===== src/rtl/store_buffer_pkg.sv =====
`default_nettype none
// ============================================================================
// Module      : store_buffer_pkg
// Description : Shared types and constants for the posted-write store buffer.
//               Holds the default address/data widths, the buffered entry
//               record and the polarity of the memory write strobe.
// Revision    : 1.0 - initial release
// ============================================================================
package store_buffer_pkg;

    localparam int SB_AW = 16;
    localparam int SB_DW = 16;

    // Level that makes the data memory perform a write (strobe is active-low).
    localparam logic MEM_WR_ACTIVE = 1'b0;

    // One buffered store. Field widths follow SB_AW/SB_DW, so the buffer's
    // AW/DW parameters are expected to keep these defaults.
    typedef struct packed {
        logic [SB_AW-1:0] addr;
        logic [SB_DW-1:0] data;
    } sb_entry_t;

endpackage : store_buffer_pkg
`default_nettype wire


===== src/rtl/store_buf_fwd_match.sv =====
`default_nettype none
// ============================================================================
// Module      : store_buf_fwd_match
// Description : Combinational youngest-match selector for load forwarding.
//               Scans the buffer in age order starting at the head, so a later
//               (younger) match overrides an earlier one.
// Ports       : i_entries  buffered {addr,data} records
//               i_valid    per-slot occupancy
//               i_head     oldest slot index
//               i_ld_addr  load address to look up
//               o_hit      some valid entry matches i_ld_addr
//               o_data     data of the youngest matching entry (0 when no hit)
// Revision    : 1.0 - initial release
// ============================================================================
module store_buf_fwd_match
    import store_buffer_pkg::*;
#(
    parameter int DEPTH = 4,
    parameter int AW    = SB_AW,
    parameter int DW    = SB_DW
) (
    input  sb_entry_t                  i_entries [DEPTH],
    input  logic [DEPTH-1:0]           i_valid,
    input  logic [$clog2(DEPTH)-1:0]   i_head,
    input  logic [AW-1:0]              i_ld_addr,
    output logic                       o_hit,
    output logic [DW-1:0]              o_data
);

    localparam int c_PW = $clog2(DEPTH);

    logic [c_PW-1:0] w_idx;

    always_comb begin
        o_hit  = 1'b0;
        o_data = '0;
        w_idx  = '0;
        // Oldest to youngest; the last hit seen is the youngest one.
        for (int i = 0; i < DEPTH; i++) begin
            w_idx = i_head + c_PW'(i);
            if (i_valid[w_idx] && (i_entries[w_idx].addr == i_ld_addr)) begin
                o_hit  = 1'b1;
                o_data = i_entries[w_idx].data;
            end
        end
    end

endmodule : store_buf_fwd_match
`default_nettype wire


===== src/rtl/store_buffer.sv =====
`default_nettype none
// ============================================================================
// Module      : store_buffer
// Description : Posted-write buffer between the CPU memory stage and a 16-bit
//               word-addressed data memory. Stores are accepted in one cycle,
//               drained in order (one per granted cycle) and loads see the
//               youngest pending store to their address.
// Options     : STORE_BUF_COALESCE_EN - a store hitting the youngest entry's
//               address overwrites that entry instead of allocating.
// Ports       : clk, rst (async, active-high)
//               st_valid/st_ready/st_addr/st_data   store request channel
//               ld_addr -> ld_data/ld_fwd            load lookup (combinational)
//               drain_en                             memory write grant
//               mem_write_add/mem_in/mem_write       memory write port (low-active)
//               mem_read_add/mem_out                 memory read port
//               count/empty/full                     occupancy status
// Revision    : 1.0 - initial release
// ============================================================================
module store_buffer
    import store_buffer_pkg::*;
#(
    parameter int DEPTH = 4,
    parameter int AW    = SB_AW,
    parameter int DW    = SB_DW
) (
    input  logic                     clk,
    input  logic                     rst,
    input  logic                     st_valid,
    output logic                     st_ready,
    input  logic [AW-1:0]            st_addr,
    input  logic [DW-1:0]            st_data,
    input  logic [AW-1:0]            ld_addr,
    output logic [DW-1:0]            ld_data,
    output logic                     ld_fwd,
    input  logic                     drain_en,
    output logic [AW-1:0]            mem_write_add,
    output logic [DW-1:0]            mem_in,
    output logic                     mem_write,
    output logic [AW-1:0]            mem_read_add,
    input  logic [DW-1:0]            mem_out,
    output logic [$clog2(DEPTH):0]   count,
    output logic                     empty,
    output logic                     full
);

    localparam int              c_PW        = $clog2(DEPTH);
    localparam logic [c_PW:0]   c_DEPTH_CNT = DEPTH[c_PW:0];
    localparam logic [c_PW:0]   c_CNT_ONE   = (c_PW+1)'(1);
    localparam logic [c_PW-1:0] c_PTR_ONE   = c_PW'(1);

    logic [c_PW-1:0]  r_head;
    logic [c_PW-1:0]  r_tail;
    logic [c_PW:0]    r_count;
    sb_entry_t        r_mem [DEPTH];

    logic             w_full;
    logic             w_empty;
    logic             w_enq;
    logic             w_drain;
    logic             w_alloc;
    logic             w_hit;
    logic [DEPTH-1:0] w_valid;
    logic [DW-1:0]    w_fwd_data;

    // ------------------------------------------------------------------
    // Status, handshake and drain decision (all from registered state)
    // ------------------------------------------------------------------
    assign w_full  = (r_count == c_DEPTH_CNT);
    assign w_empty = (r_count == '0);
    assign w_enq   = st_valid && !w_full;
    assign w_drain = !w_empty && drain_en;

    assign st_ready = !w_full;
    assign count    = r_count;
    assign empty    = w_empty;
    assign full     = w_full;

`ifdef STORE_BUF_COALESCE_EN
    logic [c_PW-1:0] w_youngest;
    logic            w_coalesce;

    // The youngest entry is the head when count==1; if it is leaving this
    // cycle the new store must get its own slot rather than be lost.
    assign w_youngest = r_tail - c_PTR_ONE;
    assign w_coalesce = w_enq && !w_empty
                        && (r_mem[w_youngest].addr == st_addr)
                        && !(w_drain && (r_count == c_CNT_ONE));
    assign w_alloc    = w_enq && !w_coalesce;
`else
    assign w_alloc    = w_enq;
`endif

    // ------------------------------------------------------------------
    // Pointers and occupancy
    // ------------------------------------------------------------------
    always_ff @(posedge clk or posedge rst) begin
        if (rst) begin
            r_head  <= '0;
            r_tail  <= '0;
            r_count <= '0;
        end else begin
            if (w_alloc) begin
                r_tail <= r_tail + c_PTR_ONE;
            end
            if (w_drain) begin
                r_head <= r_head + c_PTR_ONE;
            end
            case ({w_alloc, w_drain})
                2'b10:   r_count <= r_count + c_CNT_ONE;
                2'b01:   r_count <= r_count - c_CNT_ONE;
                default: r_count <= r_count;
            endcase
        end
    end

    // Entry storage is not reset; occupancy alone decides what is live.
    always_ff @(posedge clk) begin
        if (w_alloc) begin
            r_mem[r_tail].addr <= st_addr;
            r_mem[r_tail].data <= st_data;
        end
`ifdef STORE_BUF_COALESCE_EN
        if (w_coalesce) begin
            r_mem[w_youngest].data <= st_data;
        end
`endif
    end

    // ------------------------------------------------------------------
    // Memory write port: always presents the head entry
    // ------------------------------------------------------------------
    assign mem_write_add = r_mem[r_head].addr;
    assign mem_in        = r_mem[r_head].data;
    assign mem_write     = w_drain ? MEM_WR_ACTIVE : ~MEM_WR_ACTIVE;

    // ------------------------------------------------------------------
    // Load forwarding
    // ------------------------------------------------------------------
    // A slot is live when its distance from head is below the count.
    generate
        for (genvar gi = 0; gi < DEPTH; gi++) begin : g_valid
            logic [c_PW-1:0] w_rel;
            assign w_rel       = c_PW'(gi) - r_head;
            assign w_valid[gi] = ({1'b0, w_rel} < r_count);
        end
    endgenerate

    store_buf_fwd_match #(
        .DEPTH (DEPTH),
        .AW    (AW),
        .DW    (DW)
    ) u_fwd_match (
        .i_entries (r_mem),
        .i_valid   (w_valid),
        .i_head    (r_head),
        .i_ld_addr (ld_addr),
        .o_hit     (w_hit),
        .o_data    (w_fwd_data)
    );

    assign mem_read_add = ld_addr;
    assign ld_fwd       = w_hit;
    assign ld_data      = w_hit ? w_fwd_data : mem_out;

endmodule : store_buffer
`default_nettype wire


===== config.mk =====
export PLATFORM = sky130hd
export DESIGN_NAME = store_buffer
export DESIGN_NICKNAME = d
export VERILOG_FILES = /design/src/rtl/store_buffer_pkg.sv /design/src/rtl/store_buf_fwd_match.sv /design/src/rtl/store_buffer.sv
export SDC_FILE = /design/constraint.sdc
export NUM_CORES = 1
export LEC_CHECK = 0
export CAP_MARGIN = 30
export CORE_ASPECT_RATIO = 1.75
export CORE_UTILIZATION = 50
export DETAILED_ROUTE_END_ITERATION = 6
export PLACE_DENSITY = 0.75
export SETUP_SLACK_MARGIN = 0.2
export SLEW_MARGIN = 0
export SYNTH_ARGS = -nofsm -noshare
export SYNTH_HDL_FRONTEND = slang
export SYNTH_SLANG_ARGS = --single-unit

===== constraint.sdc =====
create_clock -name clk -period 11.3 [get_ports clk]
set_input_delay 2.825 -clock clk [delete_from_list [all_inputs] [get_ports clk]]
set_output_delay 2.825 -clock clk [all_outputs]
set_load 0.01 [all_outputs]

## Word level (Yosys, flattened, before mapping)

Index checks and enable logic that the tools add are counted.

- Bits in registers: 135
- Latch bits: 0
- Memory bits (writable): 0
- Bits in read-only memories: 0
- Input bits: 68
- Output and inout port bits: 72
- Word-level logic and storage cells: 95
- Memories kept: 0

- $add $sub $neg: 10
- Multiply operators: 0
- Divide/modulo/power cells: 0
- $lt $le $gt $ge: 14
- Eq/ne operators: 7
- Shifts and indexed selects: 0
- Muxes and demuxes: 37
- Bitwise gates (word level): 5
- Reduce and logical (&&, ||, !) cells: 11

Operators with widths:

| operator | number |
|---|---|
| 2-to-1 mux 32 bit | 9 |
| binary-select mux 32 bit (select 2 bit) | 4 |
| bitwise mux 128 bit | 2 |
| demux 32 bit (select 2 bit) | 2 |
| 2-to-1 mux 16 bit | 6 |
| == test 16 bit | 4 |
| >= comparator 3 bit (second input constant) | 5 |
| NOT 2 -> 3 bit | 5 |
| < comparator 2 x 3 -> 1 bit | 4 |
| < comparator 2 x 3 -> 1 bit (second input constant) | 4 |
| 2-to-1 mux 1 bit | 9 |
| binary-select mux 1 bit (select 2 bit) | 4 |
| logical AND 1 bit | 7 |
| case mux 3 bit (2 select lines) | 1 |
| adder 2 x 1 -> 2 bit (second input constant) | 2 |
| adder 2 bit (second input constant) | 2 |
| subtractor 1 x 2 -> 2 bit (first input constant) | 2 |
| subtractor 2 bit (first input constant) | 2 |
| adder 3 x 1 -> 3 bit (second input constant) | 1 |
| == test 3 bit (second input constant) | 1 |
| zero test 3 bit | 1 |
| < comparator 3 x 1 -> 1 bit (second input constant) | 1 |
| subtractor 3 x 1 -> 3 bit (second input constant) | 1 |
| == test 2 x 1 -> 1 bit (second input constant) | 1 |
| 3 further kinds | 4 |

## Logic depth before layout (Yosys ltp)

- Depth after elaboration: 11
- Depth in mapped cells: 17
- Mapped depth without buffers: 11

## Modules after synthesis

Synthesis repeated with hierarchy kept, for this count alone.

- Cells, all modules: 876
- Area total of the unflattened synthesis: 10,490.1 µm²

By module, submodules not included:

| module | instances | cells each | area each (µm²) | sequential area each (µm²) |
|---|---|---|---|---|
| store_buffer | 1 | 328 | 5,921.9 | 4,018.9 |
| store_buf_fwd_match | 1 | 548 | 4,568.1 | 0.0 |

## Least setup slack after synthesis

OpenSTA, ideal clock, no wires.

- Path type: input port to output port
- Start point: input port ld_addr[8]
- End point: output port ld_data[14]
- Arrival: 4.723 ns
- Required time: 8.475 ns
- Setup slack: 3.752 ns
- Stages: 10
- Path buffers: 3
- Cells stage by stage: clkbuf_1 xnor2_1 nand4_1 or3_4 o32ai_2 nand2b_1 buf_4 buf_4 o221ai_1 a22o_1

- Cells in the longest elaborated chain, start to end: 7
- Elaborated cells on any way between the ends: 17
- Classes of those cells: eq/ne: 4; mux: 9; reduce/logical: 4

Ends and longest elaborated chain:

| element | RTL line | source |
|---|---|---|
| from (decl) | store_buffer.sv:32 | `input logic [AW-1:0] ld_addr,` |
| == test 16 bit | store_buf_fwd_match.sv:41 | `if (i_valid[w_idx] && (i_entries[w_idx].addr == i_ld_addr)) begin` |
| logical AND 1 bit | store_buf_fwd_match.sv:41 |  |
| 2-to-1 mux 16 bit / 2-to-1 mux 1 bit (equally long branches) (4 in a row) | store_buf_fwd_match.sv:41 |  |
| 2-to-1 mux 16 bit (*) | store_buffer.sv:163 | `assign ld_data = w_hit ? w_fwd_data : mem_out;` |
| to (decl) | store_buffer.sv:33 | `output logic [DW-1:0] ld_data,` |

Mark *: on every way between the ends. The rest lies on a longest branch, timed or not.

## Worst setup path in the final report

- Start point: input port ld_addr[8]
- End point: output port ld_data[13]

Same word-level chain as after synthesis.

==> results.toml <==
[timing]
finalSetupViolCount = 0
skew_ns = 0.0107
setup-tns-final_ns = 0
tightest_slew_ns = 0.975
rsz0062_at_grt = "false"
max_slew_margin = 0.350
finalMaxSlewViolations = 0
fin_crit_sh = 0.851
fin_crit_ns = 9.61
timing.fmax_ghz = 0.104
hold_viol_final = 0

[routing]
drt_iter0_markers = 335
wl_per_cell_um = 20.7
drc = 0
via_per_inst = 5.89
drtAntennaViolNets = 0
routed_wl_um = 23300
dr.pass1.iters = 5
vias = 6619

[placed_design]
place_hpwl_um = 16300
gp_congestion = 0.816
portBuffers = 139
placed_cell_area_sq_um = 10600

[floorplanning]
fp.dieH_um = 183
rows = 65
fp.dieW_um = 105
io_pins = 140
dieArea_sq_um = 19200
core_sq_um = 18100
start_util = 0.513

[clock_network]
postCtsResizedCells = 0
clock_latency_ns = 0.41
cts_tree = "yes"
cts_root_buf = "clkbuf_16"
post-cts-setup-buffers = 0
clk_pin_slew_ns = 0.06
clockBufferDepth = 2
cts_buffers = 17
holdBufCountCts = 0
clock_sinks = 135
h-tree-depth = 4

[global_routing]
grt-ovfl-total = 0
grt_start_max_net_pins = 104
grt_pass1_vias = 6620
met2_usage = 0.492
use_met1 = 0.250
groute.usage.overall = 0.249
grt_pass1_wl_um = 35500
gr-usage-met3 = 0.0357
antenna_found_initial = 2
top_usage_layer = "met2"

[final_layout]
nNetsFinal = 954
syn_to_final_growth_pct = 22.0
fillers = 1463
fin_util = 0.626
layout_commonest_cell = "clkdlybuf4s50_1"
drive_gt1_frac = 0.168
layout_common_cells = "clkdlybuf4s50_1 (139), edfxtp_1 (128), nand2_1 (69)"
final_area_sq_um = 11400

[setup_path]
crit_top_cell = "clkdlybuf4s50_1"
crit_arrival_ns = 6.79
worst-path-buf-inv = 2
crit_family = "simple AND/OR/NAND/NOR gates"
path_class = "in -> out"
cp_cell_sequence = "clkdlybuf4s50_1 > xnor2_1 > nand4_1 > or3_4 > nor3_4 > or3_1 > o221ai_1 > a22o_1 > clkdlybuf4s50_1"
cp_max_fo = 17
slowest_stage = "or3_1"
required_ns = 8.48
rr_worst_depth = 4
end_kind = "primary output"
slowest_delay_ns = 0.77
worst_setup_path_start_kind = "input port"
cp.depth = 9

[synth]
yosys_warnings = 0
synth.distinct_cells = 41
yosysSeqAreaShare = 0.432
syn_area_per_cell_sq_um = 12.0
synth_edf_count = 128
synth_flop_cell = "edfxtp_1"
syn_nets = 853
async_reset_ff_frac = 0.0519
syn_inst = 775
syn_area_sq_um = 9310
synth_seq_cells = 135

[power_and_ir_drop]
ir_worst_vdd_mv = 0.138
p_leak_nw = 4.10
powerDensity_nw_per_um2 = 267

[worst_hold_path]
hold_path_depth = 2
hp-class = "reg -> reg"

[status]
status = "complete, no violations"

[job]
drv_cap = 0
[logic make-up (layout without fill, tap and decap cells)]
logic type,Yosys count,count (layout),synth area share
other,0,1,0
and+or+nand+nor,203,203,0.112
adders and majority gates,10,10,0.0142
AOI/OAI and AO/OA,123,123,0.0845
xor gates and xnor gates,73,73,0.0687
DFF,135,135,0.432
buffers and inverters,98,212,0.0607
muxes,133,133,0.228
[power by group]
group	leakage, nW	internal (mW)	switching (mW)	total, mW
combinational	2.50	0.788	0.810	1.60
clock	0.319	0.398	0.227	0.625
sequential	1.28	0.687	0.123	0.810
[per-stage QoR]
step | hold WS (ns) | power, mW | instances | setup WS (ns)
3_5_place_dp | 0.615 | 2.39 | 1089 | 1.64
6_report | 0.634 | 3.03 | 1124 | 1.69
4_1_cts | 0.631 | 3.03 | 1121 | 1.62
2_1_floorplan | 0.576 | 1.95 | 775 | 3.75
3_3_place_gp | 0.602 | 2.37 | 1088 | 1.77
5_1_grt | 0.639 | 3.21 | 1124 | 1.49
[worst paths after layout]
| kind | slack (ns) | start | end |
|---|---|---|---|
| setup / recovery | 1.69 | ld_addr[8] | ld_data[13] |
| hold / removal | 0.63 | r_tail[1]$_DFFE_PP0P_ | r_tail[1]$_DFFE_PP0P_ |
| setup reg to reg | 8.59 | r_tail[0]$_DFFE_PP0P_ | r_mem[55]$_DFFE_PP_ |
| hold reg to reg | 0.63 | r_tail[1]$_DFFE_PP0P_ | r_tail[1]$_DFFE_PP0P_ |
| max in group asynchronous | 8.39 | rst | r_head[1]$_DFFE_PP0P_ |
| min in group asynchronous | 2.65 | rst | count[1]$_DFFE_PP0P_ |
[flip-flops by register name, indices dropped and copies added, names as in the netlist]
| signal | count |
|---|---|
| r_mem | 128 |
| count | 3 |
| r_head | 2 |
| r_tail | 2 |
[cell type report]
type	instances	area (sq um)	area share
Tap cell	234	293	0.0258
Sequential cell	135	4030	0.354
Clock inverter	15	240	0.0211
Multi-Input combinational cell	542	4730	0.417
Antenna cell	1	2.50	0.000220
Timing Repair Buffer	152	1540	0.135
Clock buffer	17	425	0.0374
Inverter	28	105	0.00925
[tightest hold or removal path, stage by stage, from the launching register on]
cell     delay, ns
dfrtp_1       0.40
inv_1         0.10
o21ai_0       0.09
[routing by layer]
| layer | part of all wire | vias to the layer above |
|---|---|---|
| met2 | 0.58 | 210 |
| met4 | 0.036 | 2 |
| met1 | 0.34 | 3273 |
| met5 | 0.00047 | - |
| met3 | 0.040 | 53 |
| li1 | - | 3081 |
[cell usage after synthesis, types with 2 or more instances]
| master | instances | area share |
|---|---|---|
| and2_1 | 66 | 0.044 |
| o21ai_0 | 50 | 0.027 |
| mux2i_1 | 41 | 0.044 |
| nand2b_1 | 5 | 0.0034 |
| buf_1 | 5 | 0.0020 |
| xnor2_1 | 37 | 0.035 |
| o221ai_2 | 3 | 0.0048 |
| nor2b_1 | 2 | 0.0013 |
| edfxtp_1 | 128 | 0.41 |
| dfrtp_1 | 7 | 0.019 |
| nand2_1 | 69 | 0.028 |
| buf_2 | 11 | 0.0059 |
| inv_1 | 28 | 0.011 |
| nor2_1 | 28 | 0.011 |
| clkbuf_1 | 19 | 0.0077 |
| buf_6 | 12 | 0.015 |
| a22o_1 | 16 | 0.015 |
| buf_4 | 22 | 0.018 |
| ha_1 | 9 | 0.012 |
| nor3_1 | 7 | 0.0038 |
| and3_1 | 4 | 0.0027 |
| mux4_2 | 60 | 0.15 |
| o221ai_1 | 14 | 0.013 |
| mux2_2 | 32 | 0.039 |
| a21oi_1 | 34 | 0.018 |
| a221oi_1 | 3 | 0.0028 |
| nand4_1 | 7 | 0.0047 |
| nor3_4 | 2 | 0.0035 |
| nor4_1 | 5 | 0.0034 |
| nand3_1 | 3 | 0.0016 |
| xor2_1 | 36 | 0.034 |
No activity file was read; power rests on OpenSTA's default activity.
==> patch 1: new RTL, same flow settings <==
Build with the macro `STORE_BUF_COALESCE_EN` defined.
--- a/src/rtl/store_buffer.sv
+++ b/src/rtl/store_buffer.sv
@@ -17,4 +17,6 @@
 // Revision    : 1.0 - initial release
 // ============================================================================
+`define STORE_BUF_COALESCE_EN
+
 module store_buffer
     import store_buffer_pkg::*;
Check against the original RTL: not equivalent (a bounded check fails within 4 cycles, from zero or initial values and one cycle with rst high).
==> patch 1 against the original RTL <==
Power grew 18%. Area after synthesis grew 10%. Non-clock buffer count grew 7. Setup slack lost 0.14 ns. Die area grew 10%. Cell count grew 8.6%. Routed wire length grew 16%. Critical path depth shrank 1. Via count grew 16%. Clock skew grew 0.0027 ns. Sequential cell count is the same. Final area grew 7.0%.
==> patch 1: results (changes against the original RTL) <==
GPL Wtd Cong=0.876 (was 0.816); Initial DRC Count=443 (was 335); Critical Path AT=6.93 ns (was 6.79 ns); slowest stage cell, crit path=or4_1 (was or3_1); Final nets=1045 (was 954); Post-synth EDFFs=64 (was 128); share of cells above drive strength 1=25.7% (was 16.8%); Synth top cells by count=98 x mux2_2, 75 x mux4_2, 64 x dfxtp_1, 64 x edfxtp_1, 60 x nor2_1 (was 128 x edfxtp_1, 69 x nand2_1, 66 x and2_1); static leakage=0.00426 uW (was 0.00410 uW); Post-Place Setup Slack=1.55 ns (was 1.64 ns); hpwl dp=19600 um (was 16300 um); sequential area share after synthesis=32.8% (was 43.2%); Unique masters post-synth=60 (was 41); dominant cells by area after synthesis=edfxtp_1 19%, mux4_2 16%, dfxtp_1 12% (was edfxtp_1 41%, mux4_2 15%, and2_1 4.4%); Vias per Instance=6.28 (was 5.89); vias in the first global route=7576 (was 6620); first-pass GRT wire length=41900 um (was 35500 um); worst setup path start=ld_addr[7] (was ld_addr[8]); diode count=0 (was 1); post-synth net total=957 (was 853); vias=7667 (was 6619); total track usage=25.9% (was 24.9%); peak supply drop=0.152 mV (was 0.138 mV); clk_lat worst skew=0.43 ns (was 0.41 ns); largest net degree at the start of global routing=101 (was 104); hold path start=r_mem[8] (was r_tail[1]); status=complete, no violations (unchanged); # fillers=1657 (was 1463); clk_skew=0.0134 ns (was 0.0107 ns)
patch 1: cell types whose count changed after synthesis, sizes merged, moves of 17 or more:
cell,unedited run,this run
o211ai,0,17
mux2,32,98
nor2,28,61
nand2,69,23
a2111oi,0,31
edfxtp,128,64
mux4,60,77
o221ai,17,0
o21ai,50,19
a2bb2oi,0,17
xnor2,37,58
and2,66,17
dfxtp,0,64
patch 1: kinds of logic after synthesis:
logic type | after synthesis | synth area share, %
AOI/OAI and AO/OA | 146 | 12.2
xor gates and xnor gates | 88 | 7.49
adders and majority gates | 17 | 2.07
buffers and inverters | 119 | 6.53
DFF | 135 | 32.8
muxes | 215 | 31.6
and+or+nand+nor | 152 | 7.35
patch 1: power by group:
group,switching (uW),leakage [uW],internal (uW)
logic,1030,0.00278,1110
clock network,215,0.000276,306
registers,225,0.00121,708
total,1470,0.00426,2130
patch 1: path summary, 6_finish.rpt:
| check | cells past startpoint | slack (ns) | endpoint |
|---|---|---|---|
| worst max-delay path | 8 | 1.55 | ld_data[15] |
| worst min-delay path | 1 | 0.51 | r_mem[8] |
| worst max register to register | 11 | 6.52 | r_mem[73] |
| worst min register to register | 1 | 0.51 | r_mem[8] |
| max in group asynchronous | 2 | 8.42 | r_head[1] |
| min in group asynchronous | 2 | 2.63 | r_tail[1] |
patch 1: area by class of cell:
type                            instances  area share (%)
Clock buffer                           22            3.99
Multi-Input combinational cell        618            51.4
Sequential cell                       135            27.8
Clock inverter                         10           0.566
Tap cell                              248            2.55
Timing Repair Buffer                  159            12.8
Inverter                               29           0.895
patch 1: metal layers:
| layer | up-vias | wire (um) | GRT usage [%] |
|---|---|---|---|
| li1 | 3526 | - | - |
| met1 | 3786 | 9510 | 27.4 |
| met2 | 298 | 15100 | 48.8 |
| met3 | 57 | 1310 | 4.29 |
| met4 | 0 | 1140 | 13.7 |
| met5 | - | 0 | 0 |
patch 1: worst max-delay path: cells and delay by family:
kind	cells	cell delay (ns)
AOI/OAI and AO/OA	1	0.23
xor gates and xnor gates	1	0.27
buffers and inverters	2	1.10
and+or+nand+nor	4	2.50
patch 1: metrics by stage:
stage	util [%]	power, uW	hold slack [ns]	area, um^2
after CTS	60.2	3610	0.511	12200
after floorplan	-	2460	0.471	10300
final	60.2	3590	0.510	12200
after detailed placement	57.5	3070	0.497	11600
after global placement	57.3	3030	0.484	11600
after global routing	60.2	3810	0.528	12200
==> patch 2: new RTL, same settings <==
Made on the original files. Register the output `count` once more, with the module's reset; this adds one clock of latency there. The other outputs are not delayed to match.
--- a/src/rtl/store_buffer.sv
+++ b/src/rtl/store_buffer.sv
@@ -72,5 +72,11 @@
 
     assign st_ready = !w_full;
-    assign count    = r_count;
+    always_ff @(posedge clk or posedge rst) begin
+        if (rst) begin
+            count <= '0;
+        end else begin
+            count <= r_count;
+        end
+    end
     assign empty    = w_empty;
     assign full     = w_full;
Formal check against the unedited RTL: not equivalent (Yosys sat finds a counterexample within 4 cycles, from zero or initial values and one cycle with rst high).
==> patch 2 against the original RTL <==
Sequential cell count increased by 3. Final area increased by 0.22%. Global-route usage decreased by 0.60 points. Core utilization decreased by 1.1 points. Area after synthesis increased by 0.81%. Cell count increased by 0.27%. Register-to-register slack improved by 0.07 ns. Routed wire length decreased by 1.8%. Setup slack got worse by 0.0039 ns. Combinational power about the same. Power decreased by 1.2%. Critical path type unchanged. Largest cell class unchanged.
==> patch 2: results (changes against the original RTL) <==
status=complete, no violations (unchanged); multi-input combinational area share=41.6% (was 41.7%); sequential area share after synthesis=43.6% (was 43.2%); asr flop ratio synth=7.25% (was 5.19%); largest net degree at the start of global routing=130 (was 104); hpwl dp=16000 um (was 16300 um); Reg area=4100 um^2 (was 4030 um^2); first-pass GRT wire length=34900 um (was 35500 um); placed cell count=1093 (was 1089); Sequential Power Share=27.4% (was 26.7%); metal3 WL=860 um (was 938 um); power per cell area=263 nW/um^2 (was 267 nW/um^2); GPL Wtd Cong=0.898 (was 0.816); diode count=0 (was 1); hold path start=r_count[1] (was r_tail[1]); Final nets=955 (was 954); dominant cells by area after synthesis=edfxtp_1 41%, mux4_2 14%, and2_1 4.4% (was edfxtp_1 41%, mux4_2 15%, and2_1 4.4%); clock-cell share of area=5.32% (was 5.86%); Hold Path Stages=0 (was 2); hold slack=0.420 ns (was 0.634 ns); Setup crit end=ld_data[1] (was ld_data[13]); peak supply drop=0.149 mV (was 0.138 mV); Crit path largest cell delay=0.80 ns (was 0.77 ns); total track usage=24.3% (was 24.9%); non-clk buf share=13.6% (was 13.5%); # fillers=1502 (was 1463); static leakage=0.00410 uW (about the same); CLK BUF=18 (was 17); Worst R2R End=r_mem[21] (was r_mem[55]); cell count of the worst reg-to-reg path=3 (was 4); WL final=22900 um (was 23300 um); clk_skew=0.00889 ns (was 0.0107 ns); M1 WL=8100 um (was 7960 um); DR WL met2=13000 um (was 13500 um); worst hold endpoint=count[1] (was r_tail[1]); Gate Count Post-Synth=778 (was 775); Placed Area=10700 um^2 (was 10600 um^2); f_max=104 MHz (about the same); Worst-Margin Slew=0.950 ns (was 0.975 ns); post-synth net total=856 (was 853); switch share=38.0% (was 38.3%)
==> patch 2: cell types whose count changed in the layout (fill, tap and decap cells not counted), moves of 2 or more <==
cell	before	now
inv_6	4	1
clkinv_1	0	3
dfrtp_1	5	8
buf_4	10	7
inv_8	2	0
==> patch 2: logic make-up (layout without fill, tap and decap cells) <==
logic type	count (synthesis)	count (layout)	share of synthesized area, %
buffers and inverters	98	209	6.02
AND/OR/NAND/NOR	203	203	11.2
multiplexers	133	133	22.6
AO/OA/AOI/OAI	123	123	8.38
flip-flops	138	138	43.6
XOR/XNOR	73	73	6.81
adder cells (fa/ha/maj)	10	10	1.41
==> patch 2: metal layers <==
layer / global-route usage [%] / vias to the layer above
met5: 0 / -
met4: 13.3 / 2
met3: 3.59 / 57
met2: 47.0 / 215
met1: 24.4 / 3248
li1: - / 3086
